File: src/rtl/mem_port_arbiter_pkg.sv
// Shared types and defaults for the unified instruction/data memory port arbiter.
package mem_port_arbiter_pkg;

    typedef enum logic [1:0] {
        IDLE,
        ACCESS,
        RESP
    } arb_state_t;

    typedef enum logic {
        OWN_IF,
        OWN_DM
    } owner_t;

    localparam int DEFAULT_MEM_LATENCY = 2;
    localparam int DEFAULT_STARVE_MAX  = 2;

    // Bits needed to hold values 0..n-1, never less than one bit.
    function automatic int cnt_width(input int n);
        return (n > 1) ? $clog2(n) : 1;
    endfunction

endpackage

File: src/rtl/mem_port_arbiter_latency_counter.sv
// Loadable down-counter timing the ACCESS phase; tc_o flags the last access cycle.
module arb_latency_counter
    import mem_port_arbiter_pkg::*;
#(
    parameter int MEM_LATENCY = DEFAULT_MEM_LATENCY
) (
    input  logic clk,
    input  logic rst,
    input  logic load_i,
    input  logic dec_i,
    output logic tc_o
);

    localparam int                CNT_W    = cnt_width(MEM_LATENCY);
    localparam logic [CNT_W-1:0]  LOAD_VAL = CNT_W'(MEM_LATENCY - 1);

    logic [CNT_W-1:0] cnt_q, cnt_d;

    always_comb begin
        cnt_d = cnt_q;
        if (load_i) begin
            cnt_d = LOAD_VAL;
        end else if (dec_i && (cnt_q != '0)) begin
            cnt_d = cnt_q - 1'b1;
        end
    end

    always_ff @(posedge clk) begin
        if (rst) begin
            cnt_q <= '0;
        end else begin
            cnt_q <= cnt_d;
        end
    end

    assign tc_o = (cnt_q == '0);

endmodule

File: src/rtl/mem_port_arbiter.sv
// Arbitrates fetch and memory-stage requests onto one single-port memory with a
// fixed-latency access, returning data/completion pulses and per-stage stalls.
module mem_port_arbiter
    import mem_port_arbiter_pkg::*;
#(
    parameter int WIDTH       = 32,
    parameter int ADDR_WIDTH  = 32,
    parameter int MEM_LATENCY = DEFAULT_MEM_LATENCY,
    parameter int STARVE_MAX  = DEFAULT_STARVE_MAX
) (
    input  logic                  clk,
    input  logic                  rst,

    input  logic                  if_req,
    input  logic [ADDR_WIDTH-1:0] if_addr,
    output logic                  if_gnt,
    output logic                  if_valid,
    output logic [WIDTH-1:0]      if_rdata,

    input  logic                  dm_req,
    input  logic                  dm_we,
    input  logic [ADDR_WIDTH-1:0] dm_addr,
    input  logic [WIDTH-1:0]      dm_wdata,
    output logic                  dm_gnt,
    output logic                  dm_valid,
    output logic [WIDTH-1:0]      dm_rdata,

    output logic                  mem_en,
    output logic                  mem_we,
    output logic [ADDR_WIDTH-1:0] mem_addr,
    output logic [WIDTH-1:0]      mem_wdata,
    input  logic [WIDTH-1:0]      mem_rdata,

    output logic                  stall_fetch,
    output logic                  stall_mem
);

    localparam int             SW         = cnt_width(STARVE_MAX + 1);
    localparam logic [SW-1:0]  STARVE_SAT = SW'(STARVE_MAX);

    arb_state_t            state_q, state_d;
    owner_t                owner_q, owner_d;
    logic                  we_q, we_d;
    logic                  first_q, first_d;
    logic [ADDR_WIDTH-1:0] addr_q, addr_d;
    logic [WIDTH-1:0]      wdata_q, wdata_d;
    logic [WIDTH-1:0]      if_rdata_q, if_rdata_d;
    logic [WIDTH-1:0]      dm_rdata_q, dm_rdata_d;
    logic [SW-1:0]         starve_q, starve_d;

    logic grant_if, grant_dm, cnt_load, lat_tc, fetch_first;

    // Fetch overrides the older data request only once it has been passed over STARVE_MAX times.
    assign fetch_first = if_req && (starve_q == STARVE_SAT);

    arb_latency_counter #(
        .MEM_LATENCY (MEM_LATENCY)
    ) u_lat_cnt (
        .clk    (clk),
        .rst    (rst),
        .load_i (cnt_load),
        .dec_i  (state_q == ACCESS),
        .tc_o   (lat_tc)
    );

    // NOTE: every signal written here gets a default first, so no path leaves a latch behind.
    always_comb begin
        state_d    = state_q;
        owner_d    = owner_q;
        we_d       = we_q;
        first_d    = 1'b0;
        addr_d     = addr_q;
        wdata_d    = wdata_q;
        if_rdata_d = if_rdata_q;
        dm_rdata_d = dm_rdata_q;
        starve_d   = starve_q;
        grant_if   = 1'b0;
        grant_dm   = 1'b0;
        cnt_load   = 1'b0;

        case (state_q)
            IDLE: begin
                if (dm_req && !fetch_first) begin
                    grant_dm = 1'b1;
                    owner_d  = OWN_DM;
                    we_d     = dm_we;
                    addr_d   = dm_addr;
                    wdata_d  = dm_wdata;
                    if (!if_req) begin
                        starve_d = '0;
                    end else if (starve_q != STARVE_SAT) begin
                        starve_d = starve_q + 1'b1;
                    end
                end else if (if_req) begin
                    grant_if = 1'b1;
                    owner_d  = OWN_IF;
                    we_d     = 1'b0;
                    addr_d   = if_addr;
                    wdata_d  = '0;
                    starve_d = '0;
                end
                if (grant_dm || grant_if) begin
                    state_d  = ACCESS;
                    first_d  = 1'b1;
                    cnt_load = 1'b1;
                end
            end
            ACCESS: begin
                if (lat_tc) begin
                    if (!we_q) begin
                        if (owner_q == OWN_DM) dm_rdata_d = mem_rdata;
                        else                   if_rdata_d = mem_rdata;
                    end
                    state_d = RESP;
                end
            end
            RESP:    state_d = IDLE;
            default: state_d = IDLE;
        endcase
    end

    // NOTE: reset is synchronous and sequential state uses non-blocking assignments only.
    always_ff @(posedge clk) begin
        if (rst) begin
            state_q    <= IDLE;
            owner_q    <= OWN_IF;
            we_q       <= 1'b0;
            first_q    <= 1'b0;
            addr_q     <= '0;
            wdata_q    <= '0;
            if_rdata_q <= '0;
            dm_rdata_q <= '0;
            starve_q   <= '0;
        end else begin
            state_q    <= state_d;
            owner_q    <= owner_d;
            we_q       <= we_d;
            first_q    <= first_d;
            addr_q     <= addr_d;
            wdata_q    <= wdata_d;
            if_rdata_q <= if_rdata_d;
            dm_rdata_q <= dm_rdata_d;
            starve_q   <= starve_d;
        end
    end

    // Strobes are masked by rst so an aborted store never reaches the array.
    assign if_gnt   = grant_if & ~rst;
    assign dm_gnt   = grant_dm & ~rst;
    assign mem_en   = (state_q == ACCESS) & first_q & ~rst;
    assign mem_we   = mem_en & we_q;
    assign if_valid = (state_q == RESP) & (owner_q == OWN_IF) & ~rst;
    assign dm_valid = (state_q == RESP) & (owner_q == OWN_DM) & ~rst;

    assign mem_addr  = addr_q;
    assign mem_wdata = wdata_q;
    assign if_rdata  = if_rdata_q;
    assign dm_rdata  = dm_rdata_q;

    assign stall_fetch = if_req & ~if_valid;
    assign stall_mem   = dm_req & ~dm_valid;

endmodule

File: config.mk
export PLATFORM = sky130hd
export DESIGN_NAME = mem_port_arbiter
export DESIGN_NICKNAME = d
export VERILOG_FILES = /design/src/rtl/mem_port_arbiter_pkg.sv /design/src/rtl/mem_port_arbiter_latency_counter.sv /design/src/rtl/mem_port_arbiter.sv
export SDC_FILE = /design/constraint.sdc
export NUM_CORES = 1
export LEC_CHECK = 0
export CAP_MARGIN = 20
export CORE_ASPECT_RATIO = 0.75
export CORE_MARGIN = 2
export CORE_UTILIZATION = 34
export DETAILED_ROUTE_END_ITERATION = 12
export HOLD_SLACK_MARGIN = 0.02
export MAX_ROUTING_LAYER = met4
export PLACE_DENSITY = 0.8
export SYNTH_ARGS = -nofsm -noshare
export SYNTH_HDL_FRONTEND = slang
export SYNTH_SLANG_ARGS = --single-unit
File: constraint.sdc
create_clock -name clk -period 1.86 [get_ports clk]
set_clock_uncertainty 0.05 [all_clocks]
set_input_delay 0.372 -clock clk [delete_from_list [all_inputs] [get_ports clk]]
set_output_delay 0.372 -clock clk [all_outputs]
set_load 0.03 [all_outputs]
* Word level (Yosys, flattened, before mapping)
Cells that the tools add are included.
** Word-level totals
- Bits in registers :: 136
- Bits in latches :: 0
- RAM bits :: 0
- Memory bits (read-only) :: 0
- Bits of input ports :: 133
- Word-level logic and storage cells :: 74
- Memories kept :: 0
** Operators by class
- Add/sub/neg operators :: 2
- $mul :: 0
- Div/mod/pow operators :: 0
- Order comparisons :: 0
- Equal/unequal tests :: 7
- Shift operators :: 0
- Muxes and demuxes :: 25
- Bitwise gates (word level) :: 17
- Reductions and logical operators :: 13
** Operators by type and width (count)
- $mux 32 :: 4
- $mux 1 :: 14
- $mux 2 :: 6
- $and 1x1->1 :: 11
- $reduce_and 4->1 :: 2
- $ne 2x2->1 const B :: 3
- $not 1->1 :: 6
- $eq 2x2->1 const B :: 2
- $pmux 2 s2 :: 1
- $reduce_and 2->1 :: 2
- $reduce_bool 2->1 :: 2
- $logic_and 1x1->1 :: 3
- $ne 3x2->1 const B :: 1
- $reduce_and 3->1 :: 1
- $add 2x1->2 const B :: 1
- $eq 2x1->1 const B :: 1
- $logic_not 2->1 :: 1
- $logic_not 1->1 :: 1
- $logic_or 1x1->1 :: 1
- $sub 1x1->1 const B :: 1

* Longest topological paths before layout
- Word-level depth :: 10
- Mapped depth :: 7
- Depth with buffers taken out :: 5

* By module
Synthesis repeated with hierarchy kept, for this count alone.
** Unflattened totals
- Cells, all modules :: 541
- Area, all modules :: 5500.3 um^2
** Modules (own cells, without submodules)
- mem_port_arbiter :: instances 1, cells an instance 536, area each 5457.7 um^2
- arb_latency_counter :: instances 1, cells an instance 5, area each 42.5 um^2

* Worst setup path before layout
Ideal clock, no wire load.
- Path type :: in2out
- Start point :: input port rst
- End point :: output port stall_fetch
- Arrival :: 2.035 ns
- Data required time :: 1.438 ns
- Path slack :: -0.597 ns
- Stages :: 3
- Cell sequence :: clkbuf_1 nor4b_1 nor2b_1
** On the way
- Word-level cells in the longest chain between the ends :: 4
** Ends and longest elaborated chain
- start: declaration :: RTL line mem_port_arbiter.sv:12 : input logic rst,
- $not 1->1 :: RTL line mem_port_arbiter.sv:152 : assign if_valid = (state_q == RESP) & (owner_q == OWN_IF) & ~rst;
- $and 1x1->1 :: RTL line mem_port_arbiter.sv:152
- net if_valid :: RTL line mem_port_arbiter.sv:17 : output logic if_valid,
- $not 1->1 :: RTL line mem_port_arbiter.sv:160 : assign stall_fetch = if_req & ~if_valid;
- $and 1x1->1 :: RTL line mem_port_arbiter.sv:160
- end: declaration :: RTL line mem_port_arbiter.sv:34 : output logic stall_fetch,
The timed path passes the listed nets, and every way through them passes these cells.

* Worst setup path in the final report
- Start point :: register starve_q[0]
- End point :: output port dm_gnt
** On the way
- Word-level cells in the longest chain between the ends :: 8
** Ends and longest elaborated chain
- start: declaration :: RTL line mem_port_arbiter.sv:49 : logic [SW-1:0] starve_q, starve_d;
- start signal: assignment :: RTL line mem_port_arbiter.sv:143 : starve_q <= starve_d;
- $eq 2x2->1 :: RTL line mem_port_arbiter.sv:54 : assign fetch_first = if_req && (starve_q == STARVE_SAT);
- $logic_and 1x1->1 :: RTL line mem_port_arbiter.sv:54
- $logic_not 1->1 :: RTL line mem_port_arbiter.sv:83 : if (dm_req && !fetch_first) begin
- $logic_and 1x1->1 :: RTL line mem_port_arbiter.sv:83
- $mux 1 :: RTL line mem_port_arbiter.sv:83
- $mux 1 (2 in a row) :: RTL line mem_port_arbiter.sv:81 : case (state_q)
- $and 1x1->1 :: RTL line mem_port_arbiter.sv:149 : assign dm_gnt = grant_dm & ~rst;
- end: declaration :: RTL line mem_port_arbiter.sv:24 : output logic dm_gnt,
Every way passes these cells. The select of a mux whose other input is x is not followed.

==> flow_summary.yaml <==
routing:
  drt-total-wl_mm: 17.7
  dr.first_iter.drc_count: 220
  vias: 5055
  viasPerCell: 4.89
  drt_pass1_iterations: 4
  drc_errors: 0
  wl_per_cell_um: 17.1
  antenna_left: 0
clock_tree:
  cts_root_buf: "clkbuf_16"
  hold_buffers: 0
  h-tree-depth: 4
  cts_max_path_buffers: 2
  cts_buffers: 17
  clkTransAtPathRegs_ns: 0.06
  clock-sinks: 136
  clk-insertion-delay-late_ns: 0.42
  cts_tree: "yes"
logic_synthesis:
  synth_top_cell_by_area: "dfxtp_1"
  synth.net_count: 675
  synth_compound_area_share_pct: 14.6
  synth_cell_types: 33
  syn_area_mm2: 0.00542
  synthMuxAreaShare_pct: 11.8
  synthSimpleGateAreaFrac_pct: 19.1
  ys_top_cells_by_area: "dfxtp_1 50%, mux2i_1 12%, nand2b_1 11%, a22o_1 5.3%, a311oi_1 5.2%"
  yosys_warnings: 0
  yosysSeqAreaShare_pct: 50.2
  synthFlopType: "dfxtp_1"
  async_flop_share_pct: 0
  syn-instance-count: 541
  synth_xor_area_share_pct: 0
  synth_edf_count: 0
  netlist_top_cells_count: "136 x dfxtp_1, 96 x nand2b_1, 66 x nand2_1"
  synth_top_family_by_area: "simple AND/OR/NAND/NOR gates"
  syn_area_per_cell_um2: 10.0
  synth_top_area_share_pct: 50.2
  synthAdderAreaFrac_pct: 0.231
  ys_ff_latch: 136
  synth_most_common_cell: "dfxtp_1"
setup_path:
  cp_data_required_time_ns: 1.44
  slowest_delay_ns: 0.34
  crit_fanout: 3
  cp.arrival_ns: 1.57
  critPathKind: "reg2out"
  cp-start-kind: "flop"
  crit_chain: "inv_2, ha_4, a21bo_4, nor3_4, buf_6"
  crit_path_end_kind: "primary output"
  cp_slowest_cell: "dfxtp_2"
outcome:
  status: "finished, violations left"
  violations: "setup timing"
global_route:
  grt.total_usage_pct: 21.2
  grt_pass1_vias: 5044
  grt_antenna_before_repair: 0
  grt_first_pass_wirelength_mm: 27.1
  grt_max_degree: 72
  overflow: 0
sta:
  setup_ws_ns: -0.132
  hold_viol_final: 0
  hold-worst-slack_ns: 0.419
  rsz0062_at_grt: "yes"
  timing_worst_slew_pin_value_ns: 0.505
  period_needed_ns: 1.99
  drv_slew: 0
  relSlewSlack_pct: 66.3
  setup_viol: 6
  fin_crit_sh_pct: 107
  fmax_mhz: 502
die:
  fp.dieW_um: 150
  die_h_um: 113
  die_area_mm2: 0.0170
  rows: 39
  design.core.area_mm2: 0.0154
  start_util_pct: 35.1
  pin_count: 269
layout:
  diodes: 0
  nNetsFinal: 950
  nFillCells: 1364
  fin_area_mm2: 0.00918
  multi_input_area_mm2: 0.00260
  seq_area_mm2: 0.00274
  drive_above_1_share_pct: 12.1
  area_growth_pct: 69.4
power_and_ir_drop:
  peakVddDrop_uv: 520
  p_leak_nw: 4.44
  p_per_area_mw_per_mm2: 931
placed_design:
  pre_cts_slack_ns: -0.284
  post_dp_cell_area_mm2: 0.00849
  place_congestion: 0.804
  dp_hpwl_mm: 12.2
  portBuffers: 268
worst_hold_path:
  hp-class: "reg2reg"
flow_run:
  drv_cap: 0
==> cells by family (layout without fill, tap and decap cells) <==
logic type / after synthesis / after routing
and+or+nand+nor: 186 / 187
DFF: 136 / 136
AOI/OAI and AO/OA: 107 / 107
muxes: 64 / 64
buffers and inverters: 47 / 334
adders and majority gates: 1 / 1
==> where the power goes <==
part	switching [W]	total, W	internal, W
Combinational	0.000987	0.00181	0.000822
Sequential	0.000126	0.00326	0.00313
Clock	0.00133	0.00348	0.00215
==> registers in the layout, summed over array words and instances (netlist names) <==
| name | flops |
|---|---|
| mem_addr | 32 |
| if_rdata | 32 |
| we_q | 1 |
| state_q | 2 |
| u_lat_cnt.cnt_q | 1 |
| dm_rdata | 32 |
| first_q | 1 |
| starve_q | 2 |
| owner_q | 1 |
| mem_wdata | 32 |
==> critical path, delay by kind of cell, from the launching register on <==
kind | cells | cell delay, ns
AO/OA/AOI/OAI | 1 | 0.21
adder cells (fa/ha/maj) | 1 | 0.16
buffers and inverters | 2 | 0.23
flip-flops | 1 | 0.34
AND/OR/NAND/NOR | 1 | 0.22
==> final timing paths <==
check / start / end / slack (ns) / depth (start not counted)
max: starve_q[0] / dm_gnt / -0.13 / 5
min: dm_rdata[27] / dm_rdata[27] / 0.42 / 2
max reg2reg: state_q[0] / mem_addr[4] / 0.11 / 7
min reg2reg: dm_rdata[27] / dm_rdata[27] / 0.42 / 2
==> cell type report <==
cell class	count	share of cell area, %
repair buffers	301	32.4
flip-flops and latches	136	29.8
multi-input cells	359	28.4
clock buffers	18	4.78
well taps	205	2.79
clock inverters	14	1.87
inverters	1	0.0409
==> cells in the final DEF, fill, tap and decap left out, types with 2 or more instances in the layout <==
| master | count |
|---|---|
| a21oi_1 | 36 |
| a22o_1 | 33 |
| a311oi_1 | 32 |
| buf_12 | 10 |
| buf_4 | 26 |
| buf_6 | 6 |
| bufinv_16 | 3 |
| clkbuf_16 | 17 |
| clkdlybuf4s50_1 | 129 |
| clkinv_2 | 3 |
| clkinv_4 | 2 |
| clkinvlp_4 | 3 |
| dfxtp_1 | 132 |
| dfxtp_4 | 3 |
| dlygate4sd2_1 | 109 |
| dlymetal6s2s_1 | 21 |
| inv_6 | 3 |
| mux2i_1 | 64 |
| nand2_1 | 66 |
| nand2b_1 | 96 |
| nand3b_1 | 2 |
| nor2_1 | 2 |
| nor2_2 | 2 |
| nor2b_2 | 2 |
| nor4b_4 | 2 |
| o21ai_0 | 2 |
| or3_1 | 2 |
| or4b_4 | 2 |
==> metal layers <==
| metal | global-route usage [%] | wire [µm] | vias to the layer above |
|---|---|---|---|
| met5 | - | 0 | - |
| met4 | 8.81 | 416 | 0 |
| met3 | 6.41 | 1400 | 33 |
| met2 | 34.3 | 8440 | 197 |
| met1 | 24.6 | 7470 | 2372 |
| li1 | - | - | 2453 |
==> repair_timing <==
action,4_1_cts,5_1_grt
cloned,0,1
resized for setup,125,28
endpoints found under the setup margin,115,53
buffers inserted,7,4
pin swaps,6,4
==> per-stage QoR <==
step	setup TNS (ns)	instances	power, W	util [%]
final	-0.305	1034	0.00855	59.5
after global routing	-0.799	1034	0.00889	59.5
after CTS	-0.426	1029	0.00859	58.8
after detailed placement	-11.68	990	0.00519	55.0
after global placement	-9.96	990	0.00517	55.0
after floorplan	-0.105	541	0.00428	-
Note: power is estimated with default switching activity, not from simulation.
